==> src/rtl/display_arb_pkg.sv <==
// display_arb_pkg: shared types and constants for the display arbiter.
//   state_t      arbiter ownership states
//   NUM_DIGITS   number of seven-segment digits (HEX5..HEX0)
//   SEG_W        segments per digit
//   SEG_OFF      active-low pattern with every segment dark
//   hex_to_seg   0-F nibble to active-low seven-segment pattern
package display_arb_pkg;

    typedef enum logic [1:0] {
        HPS_IDLE,
        FAB_HOLD,
        HPS_HOLD
    } state_t;

    localparam int unsigned NUM_DIGITS = 6;
    localparam int unsigned SEG_W      = 7;
    localparam logic [SEG_W-1:0] SEG_OFF = 7'h7F;

    function automatic logic [SEG_W-1:0] hex_to_seg(input logic [3:0] nib);
        logic [SEG_W-1:0] seg;
        case (nib)
            4'h0: seg = 7'h40;
            4'h1: seg = 7'h79;
            4'h2: seg = 7'h24;
            4'h3: seg = 7'h30;
            4'h4: seg = 7'h19;
            4'h5: seg = 7'h12;
            4'h6: seg = 7'h02;
            4'h7: seg = 7'h78;
            4'h8: seg = 7'h00;
            4'h9: seg = 7'h10;
            4'hA: seg = 7'h08;
            4'hB: seg = 7'h03;
            4'hC: seg = 7'h46;
            4'hD: seg = 7'h21;
            4'hE: seg = 7'h06;
            default: seg = 7'h0E;
        endcase
        return seg;
    endfunction

endpackage

==> src/rtl/display_arbiter_hex7seg_decoder.sv <==
// hex7seg_decoder: combinational nibble to active-low seven-segment decoder.
//   nibble  in  4  hex digit
//   seg     out 7  active-low segments
module hex7seg_decoder
    import display_arb_pkg::*;
(
    input  logic [3:0]       nibble,
    output logic [SEG_W-1:0] seg
);

    assign seg = hex_to_seg(nibble);

endmodule

==> src/rtl/display_arbiter.sv <==
// display_arbiter: shares HEX5..HEX0 and LEDR between the HPS PIO words and a
// fabric valid/ready snapshot port. The HPS owns the display by default; a
// fabric snapshot is held for HOLD_CYCLES, and owners alternate when both
// sides have pending requests.
//   clk_clk, reset_reset          clock, synchronous active-high reset
//   hps_hex30, hps_hex54, hps_leds HPS segment bytes (bit 7 ignored) and LEDs
//   fab_valid, fab_ready           fabric snapshot handshake
//   fab_value, fab_leds            six hex nibbles and LED pattern
//   hex_seg_n, ledr, owner         board outputs and current owner (1 = fabric)
// Optional: define DISP_ARB_ZERO_BLANK_EN to blank leading zero digits of the
// fabric snapshot (HEX0 is never blanked).
module display_arbiter
    import display_arb_pkg::*;
#(
    parameter int unsigned HOLD_CYCLES = 50000000,
    parameter int unsigned CNT_W       = 26
) (
    input  logic        clk_clk,
    input  logic        reset_reset,
    input  logic [31:0] hps_hex30,
    input  logic [15:0] hps_hex54,
    input  logic [9:0]  hps_leds,
    input  logic        fab_valid,
    output logic        fab_ready,
    input  logic [23:0] fab_value,
    input  logic [9:0]  fab_leds,
    output logic [41:0] hex_seg_n,
    output logic [9:0]  ledr,
    output logic        owner
);

    localparam logic [CNT_W-1:0] CNT_LOAD = CNT_W'(HOLD_CYCLES - 1);

    state_t      state_q, state_d;
    logic [CNT_W-1:0] cnt_q, cnt_d;
    logic        pend_q, pend_d;
    logic [23:0] snap_val_q, snap_val_d;
    logic [9:0]  snap_leds_q, snap_leds_d;
    logic [57:0] prev_hps_q;
    logic [57:0] hps_word;
    logic        hps_chg;
    logic        ready_c;
    logic [47:0] hps_bytes;
    logic [41:0] hps_seg;
    logic [41:0] fab_seg_raw;
    logic [41:0] fab_seg;
    logic [41:0] hex_q;
    logic [9:0]  ledr_q;
    logic        owner_q;

    assign hps_word  = {hps_hex54, hps_hex30, hps_leds};
    assign hps_chg   = (hps_word != prev_hps_q);
    assign hps_bytes = {hps_hex54, hps_hex30};

    always_comb begin
        hps_seg = '0;
        for (int unsigned k = 0; k < NUM_DIGITS; k++) begin
            hps_seg[SEG_W*k +: SEG_W] = hps_bytes[8*k +: SEG_W];
        end
    end

    // Decode the snapshot that will be held after this edge, so the output
    // register shows it in the first cycle after the handshake.
    for (genvar g = 0; g < NUM_DIGITS; g++) begin : g_dec
        hex7seg_decoder u_dec (
            .nibble(snap_val_d[4*g +: 4]),
            .seg   (fab_seg_raw[SEG_W*g +: SEG_W])
        );
    end

`ifdef DISP_ARB_ZERO_BLANK_EN
    logic lead;
    always_comb begin
        fab_seg = fab_seg_raw;
        lead    = 1'b1;
        for (int unsigned k = NUM_DIGITS - 1; k >= 1; k--) begin
            lead = lead & (snap_val_d[4*k +: 4] == 4'h0);
            if (lead) fab_seg[SEG_W*k +: SEG_W] = SEG_OFF;
        end
    end
`else
    assign fab_seg = fab_seg_raw;
`endif

    always_comb begin
        state_d     = state_q;
        cnt_d       = cnt_q;
        pend_d      = pend_q;
        snap_val_d  = snap_val_q;
        snap_leds_d = snap_leds_q;
        ready_c     = 1'b0;
        case (state_q)
            HPS_IDLE: begin
                ready_c = 1'b1;
                if (fab_valid) begin
                    snap_val_d  = fab_value;
                    snap_leds_d = fab_leds;
                    cnt_d       = CNT_LOAD;
                    pend_d      = 1'b0;
                    state_d     = FAB_HOLD;
                end
            end
            FAB_HOLD: begin
                if (cnt_q == '0) begin
                    // ready uses the registered pend flag; a same-cycle HPS
                    // change still wins the expiry decision below
                    ready_c = ~pend_q;
                    if (pend_q || hps_chg) begin
                        cnt_d   = CNT_LOAD;
                        pend_d  = 1'b0;
                        state_d = HPS_HOLD;
                    end else if (fab_valid) begin
                        snap_val_d  = fab_value;
                        snap_leds_d = fab_leds;
                        cnt_d       = CNT_LOAD;
                    end else begin
                        state_d = HPS_IDLE;
                    end
                end else begin
                    cnt_d = cnt_q - CNT_W'(1);
                    if (hps_chg) pend_d = 1'b1;
                end
            end
            HPS_HOLD: begin
                if (cnt_q == '0) state_d = HPS_IDLE;
                else             cnt_d   = cnt_q - CNT_W'(1);
            end
            default: state_d = HPS_IDLE;
        endcase
    end

    always_ff @(posedge clk_clk) begin
        if (reset_reset) begin
            state_q     <= HPS_IDLE;
            cnt_q       <= '0;
            pend_q      <= 1'b0;
            snap_val_q  <= '0;
            snap_leds_q <= '0;
            prev_hps_q  <= '0;
            hex_q       <= '1;
            ledr_q      <= '0;
            owner_q     <= 1'b0;
        end else begin
            state_q     <= state_d;
            cnt_q       <= cnt_d;
            pend_q      <= pend_d;
            snap_val_q  <= snap_val_d;
            snap_leds_q <= snap_leds_d;
            prev_hps_q  <= hps_word;
            if (state_d == FAB_HOLD) begin
                hex_q   <= fab_seg;
                ledr_q  <= snap_leds_d;
                owner_q <= 1'b1;
            end else begin
                hex_q   <= hps_seg;
                ledr_q  <= hps_leds;
                owner_q <= 1'b0;
            end
        end
    end

    assign fab_ready = ready_c & ~reset_reset;
    assign hex_seg_n = hex_q;
    assign ledr      = ledr_q;
    assign owner     = owner_q;

endmodule

==> config.mk <==
export PLATFORM = sky130hd
export DESIGN_NAME = display_arbiter
export DESIGN_NICKNAME = d
export VERILOG_FILES = /design/src/rtl/display_arb_pkg.sv /design/src/rtl/display_arbiter_hex7seg_decoder.sv /design/src/rtl/display_arbiter.sv
export SDC_FILE = /design/constraint.sdc
export NUM_CORES = 1
export LEC_CHECK = 0
export CAP_MARGIN = 40
export CORE_UTILIZATION = 54
export CTS_BUF_LIST = sky130_fd_sc_hd__clkbuf_16
export CTS_CLUSTER_DIAMETER = 100
export DETAILED_ROUTE_END_ITERATION = 8
export GPL_TIMING_DRIVEN = 0
export HOLD_SLACK_MARGIN = 0.08
export PLACE_DENSITY = 0.81
export SYNTH_ARGS = -nofsm -noshare
export SYNTH_HDL_FRONTEND = slang
export SYNTH_SLANG_ARGS = --single-unit
==> constraint.sdc <==
create_clock -name clk_clk -period 5.6 [get_ports clk_clk]
set_input_delay 1.4 -clock clk_clk [delete_from_list [all_inputs] [get_ports clk_clk]]
set_output_delay 1.4 -clock clk_clk [all_outputs]
set_load 0.005 [all_outputs]
==> metrics, run 1 <==
CP required=5880 ps; Post-Syn Area=8703 um^2; fillers=1257; critical path fanouts, max=10; layout overhead on the synthesized area=26.95%; CP arrival=5730 ps; Rel. slew slack=37.98%; DRT Pass-1 Iters=5; CTS tree=yes; share of cells above drive strength 1=6.119%; Max Clock Freq=183.3 MHz; most frequent cells in the layout=174 x dfxtp_1, 148 x clkdlybuf4s50_1, 99 x nor2_1, 71 x o21ai_0, 66 x nor2b_1; Int Pwr=2.397 mW; Clock Path Buffers=2; LEAKAGE=4.256 nW; slowest CP cell=a221oi_1; area of the die=16630 um^2; Ys Warns=0; Worst-Margin Slew=920.6 ps; cell count along the critical path=15; global route overflow=0; fin. max-slew vios=0; Crit Path Class=in2reg; Worst Hold Class=reg2reg; setup bufs post-CTS=0; Clock Power Share=34.4%; DRC viols=0; crit-path cells=clkdlybuf4s50_1 -> xnor2_1 -> nand4_1 -> nor4_1 -> nand4_1 -> or4_1 -> buf_2 -> buf_6 -> a32oi_2 -> inv_1 -> ha_1 -> inv_1 -> mux2i_1 -> a221oi_1 -> o21ai_0; Setup Viol. Count Final=0; Clk pin slew, worst setup/hold paths=60 ps; # hold bufs at CTS=0; Peak VDD IR=0.2123 mV; worst skew pair latency=430 ps; Horiz. Die Dim=129.0 um; first-pass GRT wire length=39480 um; Sw Share=29.96%; Initial Util=54.99%; Pwr Total=3.422 mW; routed vias=8031; r2r worst-path depth=13; Die Y=129.0 um; outcome=completed; gpl congestion=0.9139; CP delay by family, top=simple AND/OR/NAND/NOR gates; Post-Syn Instances=964; PwrDens=309.7 nW/um^2; CTS Buf Count=17; Root Buffer=clkbuf_16; hold depth=2; Avg WL per Cell=19.20 um; register area share after synthesis=40.02%; PortBufs=148; crit path time final=5454 ps; Post-synth ARST share=0%; Finished Cell Area=11050 um^2; largest net degree at the start of global routing=17; NetSw=1.025 mW; htree depth=4; DP HPWL=19370 um; Total GRT Usage=31.46%; initial antenna violation count=0; vias in the first global route=7329; FP Rows=46; Post-synth EDFFs=0; nets@finish=1270; combinational share of power=24.4%; Routed Antenna Nets=0; First DRT Iteration DRCs=718; # Max-Cap Violations=0; Via density=5.905; Top FF cell, synth=dfxtp_1; CP bufs+invs=5; Placed Area=10460 um^2; Num Clock Sinks=174; CP endpoint kind=register; core footprint=15830 um^2; Synth Register Bits=174; hold violation total from the final report=0; I/O pin cnt=149; period utilization=97.40%; Mapped Nets=1102; crit start category=input port; final wirelength=26120 um; worst clock skew=9.585 ps; RSZ-0062 raised after global routing=false; CP peak stage delay=620 ps; Synth cell types=66; Seq pwr share=41.2%; syn_area_per_cell=9.028 um^2; most common cell after layout, fill and taps aside=dfxtp_1; Inserted Diodes=0
[layer usage]
metal  vias to the layer above  part of all wire [%]  global-route usage, %
li1                       3803                     -                      -
met1                      3791                    43                  41.55
met2                       385                    46                  51.51
met3                        52                   8.5                  6.237
met4                         0                   2.1                  10.31
met5                         -                     0                      0
[power by group through the flow]
stage	clock network [mW]	registers, mW	logic [mW]
floorplan	0	1.43	0.460
global route	1.23	1.42	0.901
CTS	1.18	1.41	0.822
global placement	0	1.43	0.803
finish	1.18	1.41	0.835
detailed placement	0	1.44	0.814
[flip-flops by register name, summed over array words and instances, names as in the netlist]
signal,count
pend_q,1
ledr,10
snap_val_q,24
owner,1
prev_hps_q,58
cnt_q,26
state_q,2
snap_leds_q,10
hex_seg_n,42
[final timing paths]
check	start	endpoint	slack (ps)
max	hps_hex54[5]	hex_seg_n[26]	150
min	cnt_q[24]	cnt_q[24]	510
max reg2reg	cnt_q[2]	hex_seg_n[26]	1340
min reg2reg	cnt_q[24]	cnt_q[24]	510
[layout make-up]
class / count / area, um^2 / share of cell area, %
Clock inverter: 14 / 158.9 / 1.438
Tap cell: 216 / 270.3 / 2.446
Multi-Input combinational cell: 708 / 4883 / 44.20
Buffer: 57 / 247.7 / 2.242
Clock buffer: 17 / 425.4 / 3.850
Sequential cell: 174 / 3483 / 31.53
Timing Repair Buffer: 149 / 1486 / 13.45
Inverter: 25 / 93.84 / 0.8493
[cell usage after synthesis, drive strengths merged (17+ instances only)]
master | count | area share, %
a211oi | 22 | 1.9
a21oi | 54 | 3.1
a32oi | 18 | 3.1
clkbuf | 41 | 1.8
dfxtp | 174 | 40
ha | 43 | 6.2
inv | 25 | 1.1
mux2i | 21 | 2.4
nand2 | 36 | 1.6
nand4 | 17 | 1.3
nor2 | 99 | 4.3
nor2b | 66 | 4.7
nor3 | 17 | 1.1
o21ai | 80 | 4.6
xnor2 | 63 | 6.3
[cells by family (layout without fill, tap and decap cells)]
logic type | after synthesis | after routing | share of synthesized area (%)
AOI/OAI and AO/OA | 266 | 266 | 21.48
xor gates and xnor gates | 73 | 73 | 7.346
adders and majority gates | 43 | 43 | 6.182
buffers and inverters | 82 | 262 | 3.925
DFF | 174 | 174 | 40.02
muxes | 24 | 24 | 2.803
and+or+nand+nor | 302 | 302 | 18.24
[stage by stage]
step / utilization, % / hold WS, ps / setup WS (ps) / setup TNS (ps) / cells
floorplan: - / 457.8 / 1228 / 0 / 964
global placement: 66.06 / 475.1 / -290.4 / -1276 / 1328
detailed placement: 66.09 / 490.3 / -339.4 / -1551 / 1329
CTS: 69.78 / 503.6 / 84.97 / 0 / 1360
global route: 69.81 / 529.9 / 36.23 / 0 / 1360
finish: 69.81 / 505.8 / 145.8 / 0 / 1360
[worst reg2reg max path: stages, from the launching register on]
cell      delay (ps)
dfxtp_1          380
or4_4            600
nor3_4           260
nand4_2          250
or4_1            450
buf_2            170
buf_6            160
a32oi_2          450
inv_1            130
ha_1             270
inv_1             80
mux2i_1           70
a221oi_1         620
o21ai_0          200
[timing repair]
item,4_1_cts,5_1_grt
gates resized for setup,0,2
setup endpoints to repair,0,6
hold endpoints to repair,0,0
Note: power is estimated with default switching activity, not from simulation.
==> run 2, diff against run 1 <==
Clock period 5.6 ns to 5.05 ns, I/O delays scaled along.
==> run 2 against run 1 <==
Effect of this change: clock-buffer cell count is the same; combinational power grew 13%; power grew 12%; global-route usage grew 0.083 points.
==> metrics, run 2 (synthesis gave the netlist of run 1 again) <==
Min Hold Slack=504.0 ps (-1.757 ps); CP peak stage delay=600 ps (-20 ps); Clock Path Buffers=2 (unchanged); Die Y=129.0 um (unchanged); Avg WL per Cell=19.29 um (+0.45%); CP delay by family, top=buffers and inverters; crit-path cells=clkdlybuf4s50_1 -> xnor2_1 -> nand4_1 -> nor4_1 -> nand4_1 -> buf_4 -> or4_1 -> buf_2 -> buf_6 -> a32oi_4 -> inv_1 -> ha_1 -> mux2_2 -> a22oi_1 -> o21ai_0; largest register by flop count=prev_hps_q; Crit Path Class=in2reg; Finished Cell Area=11140 um^2 (+0.85%); most common cell after layout, fill and taps aside=dfxtp_1; fillers=1237 (-1.6%); PwrDens=342.5 nW/um^2 (+11%); worst skew pair latency=440 ps (about the same); Routed Antenna Nets=0 (unchanged); FP Rows=46 (unchanged); PortBufs=148 (unchanged); initial antenna violation count=0 (unchanged); DRC viols=0 (unchanged); htree depth=4 (unchanged); gpl congestion=0.9139 (unchanged); CTS tree=yes; CP bufs+invs=5 (unchanged); most frequent cells in the layout=174 x dfxtp_1, 148 x clkdlybuf4s50_1, 99 x nor2_1, 71 x o21ai_0, 66 x nor2b_1; CP required=5340 ps (-540 ps); vias in the first global route=7356 (+0.37%); Num Clock Sinks=174 (unchanged); CTS Buf Count=17 (unchanged); crit start category=input port; first-pass GRT wire length=39580 um (+0.25%); Largest register FFs=58 (unchanged); # Max-Cap Violations=0 (unchanged); Horiz. Die Dim=129.0 um (unchanged); DP HPWL=19370 um (unchanged); Placed Area=10460 um^2 (unchanged); critical path fanouts, max=10 (unchanged); final wirelength=26270 um (+0.60%); Worst Hold Class=reg2reg; final core utilization=70.40% (+0.59 points); CP endpoint kind=register; Rel. slew slack=38.07% (+0.092 points); global route overflow=0 (unchanged); fin. max-slew vios=0 (unchanged); Setup Viol. Count Final=0 (unchanged); Worst-Margin Slew=919.2 ps (-1.368 ps); First DRT Iteration DRCs=673 (-6.3%); Via density=5.932 (+0.45%); Max Clock Freq=201.9 MHz; core footprint=15830 um^2 (unchanged); CP arrival=5240 ps (-490 ps); routed vias=8079 (+0.60%); DRT Pass-1 Iters=5 (unchanged); nets@finish=1272 (+0.16%); Peak VDD IR=0.2385 mV (+12%); worst clock skew=11.83 ps (+2.250 ps); Pwr Total=3.816 mW (+12%); LEAKAGE=4.292 nW (+0.85%); Inserted Diodes=0 (unchanged); outcome=completed; largest net degree at the start of global routing=17 (unchanged); crit path time final=4954 ps; # hold bufs at CTS=0 (unchanged); Total GRT Usage=31.55% (+0.083 points); layout overhead on the synthesized area=28.03%; Root Buffer=clkbuf_16; Initial Util=54.99% (unchanged); period utilization=98.10%; hold violation total from the final report=0 (unchanged); share of cells above drive strength 1=6.632% (+0.51 points); most used cell, CP=nand4_1; Clk pin slew, worst setup/hold paths=70 ps (about the same); I/O pin cnt=149 (unchanged); slowest CP cell=clkdlybuf4s50_1; area of the die=16630 um^2 (unchanged); setup_tns=0 ps (unchanged)
[run 2: cell count changes in the layout (fill, tap and decap cells not counted), sizes merged]
cell  change
buf       +2
[run 2: worst min-delay path: stages (launching register included)]
cell and delay, ps:
dfxtp_1 320, o21ai_0 70, a21oi_1 60
[run 2: worst paths after layout]
path / end / cells after the start / slack (ps) / from
worst max-delay path: hex_seg_n[24] / 15 / 100 / hps_hex54[5]
worst min-delay path: cnt_q[24] / 2 / 500 / cnt_q[24]
worst max register to register: hex_seg_n[8] / 9 / 970 / cnt_q[2]
worst min register to register: cnt_q[24] / 2 / 500 / cnt_q[24]
[run 2: cell type report]
class	count	area, um^2	share of cell area [%]
well taps	216	270.3	2.425
inverters	25	93.84	0.8421
plain buffers	57	247.7	2.223
repair buffers	151	1501	13.47
clock inverters	14	158.9	1.426
clock buffers	17	425.4	3.818
flip-flops and latches	174	3483	31.26
multi-input cells	708	4962	44.53
[run 2: where the power goes]
group	total (mW)	internal, mW	switching (mW)	leakage (nW)
clock network	1.31	0.736	0.576	0.283
registers	1.56	1.50	0.0669	1.44
logic	0.941	0.432	0.509	2.56
total	3.82	2.66	1.15	4.29
[run 2: per-layer routing]
layer | vias to the layer above | GRT usage [%] | wire, um
li1 | 3800 | - | -
met1 | 3823 | 41.59 | 11410
met2 | 407 | 51.48 | 12060
met3 | 49 | 6.902 | 2271
met4 | 0 | 9.827 | 529
met5 | - | 0 | 0
[run 2: per-stage QoR]
step / cells / setup WS, ps
6_report: 1362 / 96.15
3_3_place_gp: 1328 / -702.9
4_1_cts: 1361 / 0.6901
5_1_grt: 1362 / -5.224
2_1_floorplan: 964 / 815.9
3_5_place_dp: 1329 / -751.9
[run 2: repair_timing]
action / in CTS / in global routing
pin swaps: 1 / 1
gates resized for setup: 4 / 7
cloned: 0 / 0
setup buffers: 1 / 1
setup endpoints to repair: 9 / 26
==> run 3, diff against run 2 <==
Settings changed: CORE_UTILIZATION 54 to 48, PLACE_DENSITY 0.81 to 0.76.
Clock period 5.05 ns to 4.3 ns, I/O delays scaled along.
==> run 3 against run 2 <==
Effect of this change: worst setup slack worse by 26 ps; sequential cell count unchanged; clock power up 9%; register-to-register slack worse by 600 ps; clock skew down 1.6 ps; critical path depth unchanged; power up 17%; largest power group unchanged.
==> metrics, run 3 (synthesis gave the netlist of run 1 again) <==
outcome=completed; Clock Path Buffers=2 (unchanged); Largest register FFs=58 (unchanged); RSZ-0062 raised after global routing=true; crit start category=input port; first-pass GRT wire length=40940 um (+3.5%); crit path time final=4230 ps; I/O pin cnt=149 (unchanged); Peak VDD IR=0.3240 mV (+36%); final core utilization=66.42% (-4.0 points); slowest CP cell=clkdlybuf4s50_1; Root Buffer=clkbuf_16; Worst Hold Class=reg2reg; initial antenna violation count=1 (+1); CP endpoint kind=register; DRC viols=0 (unchanged); DRT Pass-1 Iters=5 (unchanged); Die Y=136.7 um (+6.0%); nets@finish=1286 (+1.1%); DP HPWL=19690 um (+1.7%); CTS tree=yes; htree depth=4 (unchanged); Initial Util=49.80% (-5.2 points); PortBufs=148 (unchanged); most common cell after layout, fill and taps aside=dfxtp_1; area of the die=18670 um^2 (+12%); Clock Power Share=32.0% (-2.4 points); Setup Viol. Count Final=0 (unchanged); Horiz. Die Dim=136.7 um (+6.0%); # Max-Cap Violations=0 (unchanged); CP arrival=4530 ps (-710 ps); fin. max-slew vios=0 (unchanged); most used cell, CP=nand4_1; PwrDens=384.4 nW/um^2 (+12%); Sw Share=31.41% (+1.2 points); hold violation total from the final report=0 (unchanged); Via density=5.823 (-1.8%); # hold bufs at CTS=0 (unchanged); Int Pwr=3.061 mW (+15%); NetSw=1.402 mW (+22%); worst skew pair latency=440 ps (about the same); Seq pwr share=41.2% (+0.2 points); CP required=4600 ps (-740 ps); Worst-Margin Slew=866.0 ps (-53.21 ps); Rel. slew slack=42.27% (+4.2 points); layout overhead on the synthesized area=33.38%; Clk pin slew, worst setup/hold paths=70 ps (about the same); period utilization=98.38%; Crit Path Class=in2reg; core footprint=17480 um^2 (+10%); routed vias=8082 (+0.037%); Avg WL per Cell=19.65 um (+1.9%); multi-input logic area=5229 um^2 (+5.4%); crit-path cells=clkdlybuf4s50_1 -> xnor2_2 -> nand4_1 -> nor4_2 -> nand4_1 -> buf_6 -> or4_1 -> buf_4 -> buf_8 -> a32oi_4 -> inv_2 -> ha_2 -> mux2_4 -> a221oi_4 -> o21ai_1; final wirelength=27280 um (+3.8%); most frequent cells in the layout=174 x dfxtp_1, 118 x clkdlybuf4s50_1, 99 x nor2_1, 67 x o21ai_0, 66 x nor2b_1; CTS Buf Count=17 (unchanged); Routed Antenna Nets=0 (unchanged); worst clock skew=10.23 ps (-1.602 ps); share of cells above drive strength 1=11.11% (+4.5 points); FP Rows=48 (+4.3%); FF+latch area=3483 um^2 (unchanged); largest net degree at the start of global routing=17 (unchanged); global route overflow=0 (unchanged); setup_tns=0 ps (unchanged); vias in the first global route=7505 (+2.0%); Max Clock Freq=236.4 MHz; combinational share of power=26.8% (+2.2 points); CP peak stage delay=570 ps (-30 ps); critical path fanouts, max=10 (unchanged); fillers=1398 (+13%); LEAKAGE=4.669 nW (+8.8%); First DRT Iteration DRCs=610 (-9.4%); largest register by flop count=prev_hps_q; Num Clock Sinks=174 (unchanged); Total GRT Usage=29.20% (-2.3 points); gpl congestion=0.9375 (+2.6%)
## run 3: cell types whose count changed in the layout (fill, tap and decap cells not counted), moves of 6 or more
cell             change
a221oi_1             -7
buf_2                -6
buf_4               +14
clkdlybuf4s50_1     -30
dlygate4sd2_1        +7
dlymetal6s2s_1      +23
xnor2_1             -10
xnor2_2             +10
## run 3: final timing paths
kind              depth (start not counted)           start  slack [ps]             end
setup / recovery                         15    hps_hex30[6]          70   hex_seg_n[27]
hold / removal                            2  snap_leds_q[0]         510  snap_leds_q[0]
setup reg to reg                         13        cnt_q[2]         370   hex_seg_n[33]
hold reg to reg                           2  snap_leds_q[0]         510  snap_leds_q[0]
## run 3: cell type report
type | instances | share of cell area, %
Buffer | 54 | 2.274
Timing Repair Buffer | 168 | 14.77
Antenna cell | 2 | 0.04311
Multi-Input combinational cell | 708 | 45.04
Tap cell | 225 | 2.425
Clock inverter | 15 | 0.9700
Inverter | 25 | 0.8084
Clock buffer | 17 | 3.665
Sequential cell | 174 | 30.01
## run 3: routing by layer
| metal | up-vias | share of wire (%) | GRT usage (%) |
|---|---|---|---|
| li1 | 3832 | - | - |
| met1 | 3854 | 45 | 40.10 |
| met2 | 348 | 45 | 46.02 |
| met3 | 48 | 8.0 | 5.111 |
| met4 | 0 | 2.3 | 9.938 |
| met5 | - | 0 | 0 |
## run 3: metrics by stage
step / power [mW] / instance area (um^2) / setup slack [ps] / instances / hold slack, ps
after floorplan: 2.460 / 8703 / 253.4 / 964 / 457.8
after global placement: 2.915 / 10470 / -1195 / 1337 / 476.8
after detailed placement: 2.934 / 10470 / -1201 / 1338 / 493.1
after CTS: 4.401 / 11320 / 2.236 / 1383 / 507.8
after global routing: 4.645 / 11610 / -56.40 / 1387 / 530.8
final: 4.463 / 11610 / 69.82 / 1388 / 507.3
## run 3: timing repair
item / in CTS / in global routing
gates resized for setup: 42 / 57
pin swaps: 10 / 23
setup buffers: 15 / 3
cloned: 0 / 0
setup endpoints to repair: 43 / 40
## run 3: critical path, delay by kind of cell
kind / cells / cell delay, ps
mux: 1 / 290
compound gates: 3 / 640
simple gates: 4 / 1010
xor+xnor: 1 / 140
fa+ha+maj: 1 / 210
buf+inv: 5 / 1140
## run 3: power groups by stage
stage          Clock [mW]  Sequential [mW]  Combinational (mW)
6_report             1.43             1.84                1.20
5_1_grt              1.50             1.85                1.29
4_1_cts              1.43             1.84                1.13
3_5_place_dp            0             1.87                1.06
3_3_place_gp            0             1.87                1.05
2_1_floorplan           0             1.86               0.599
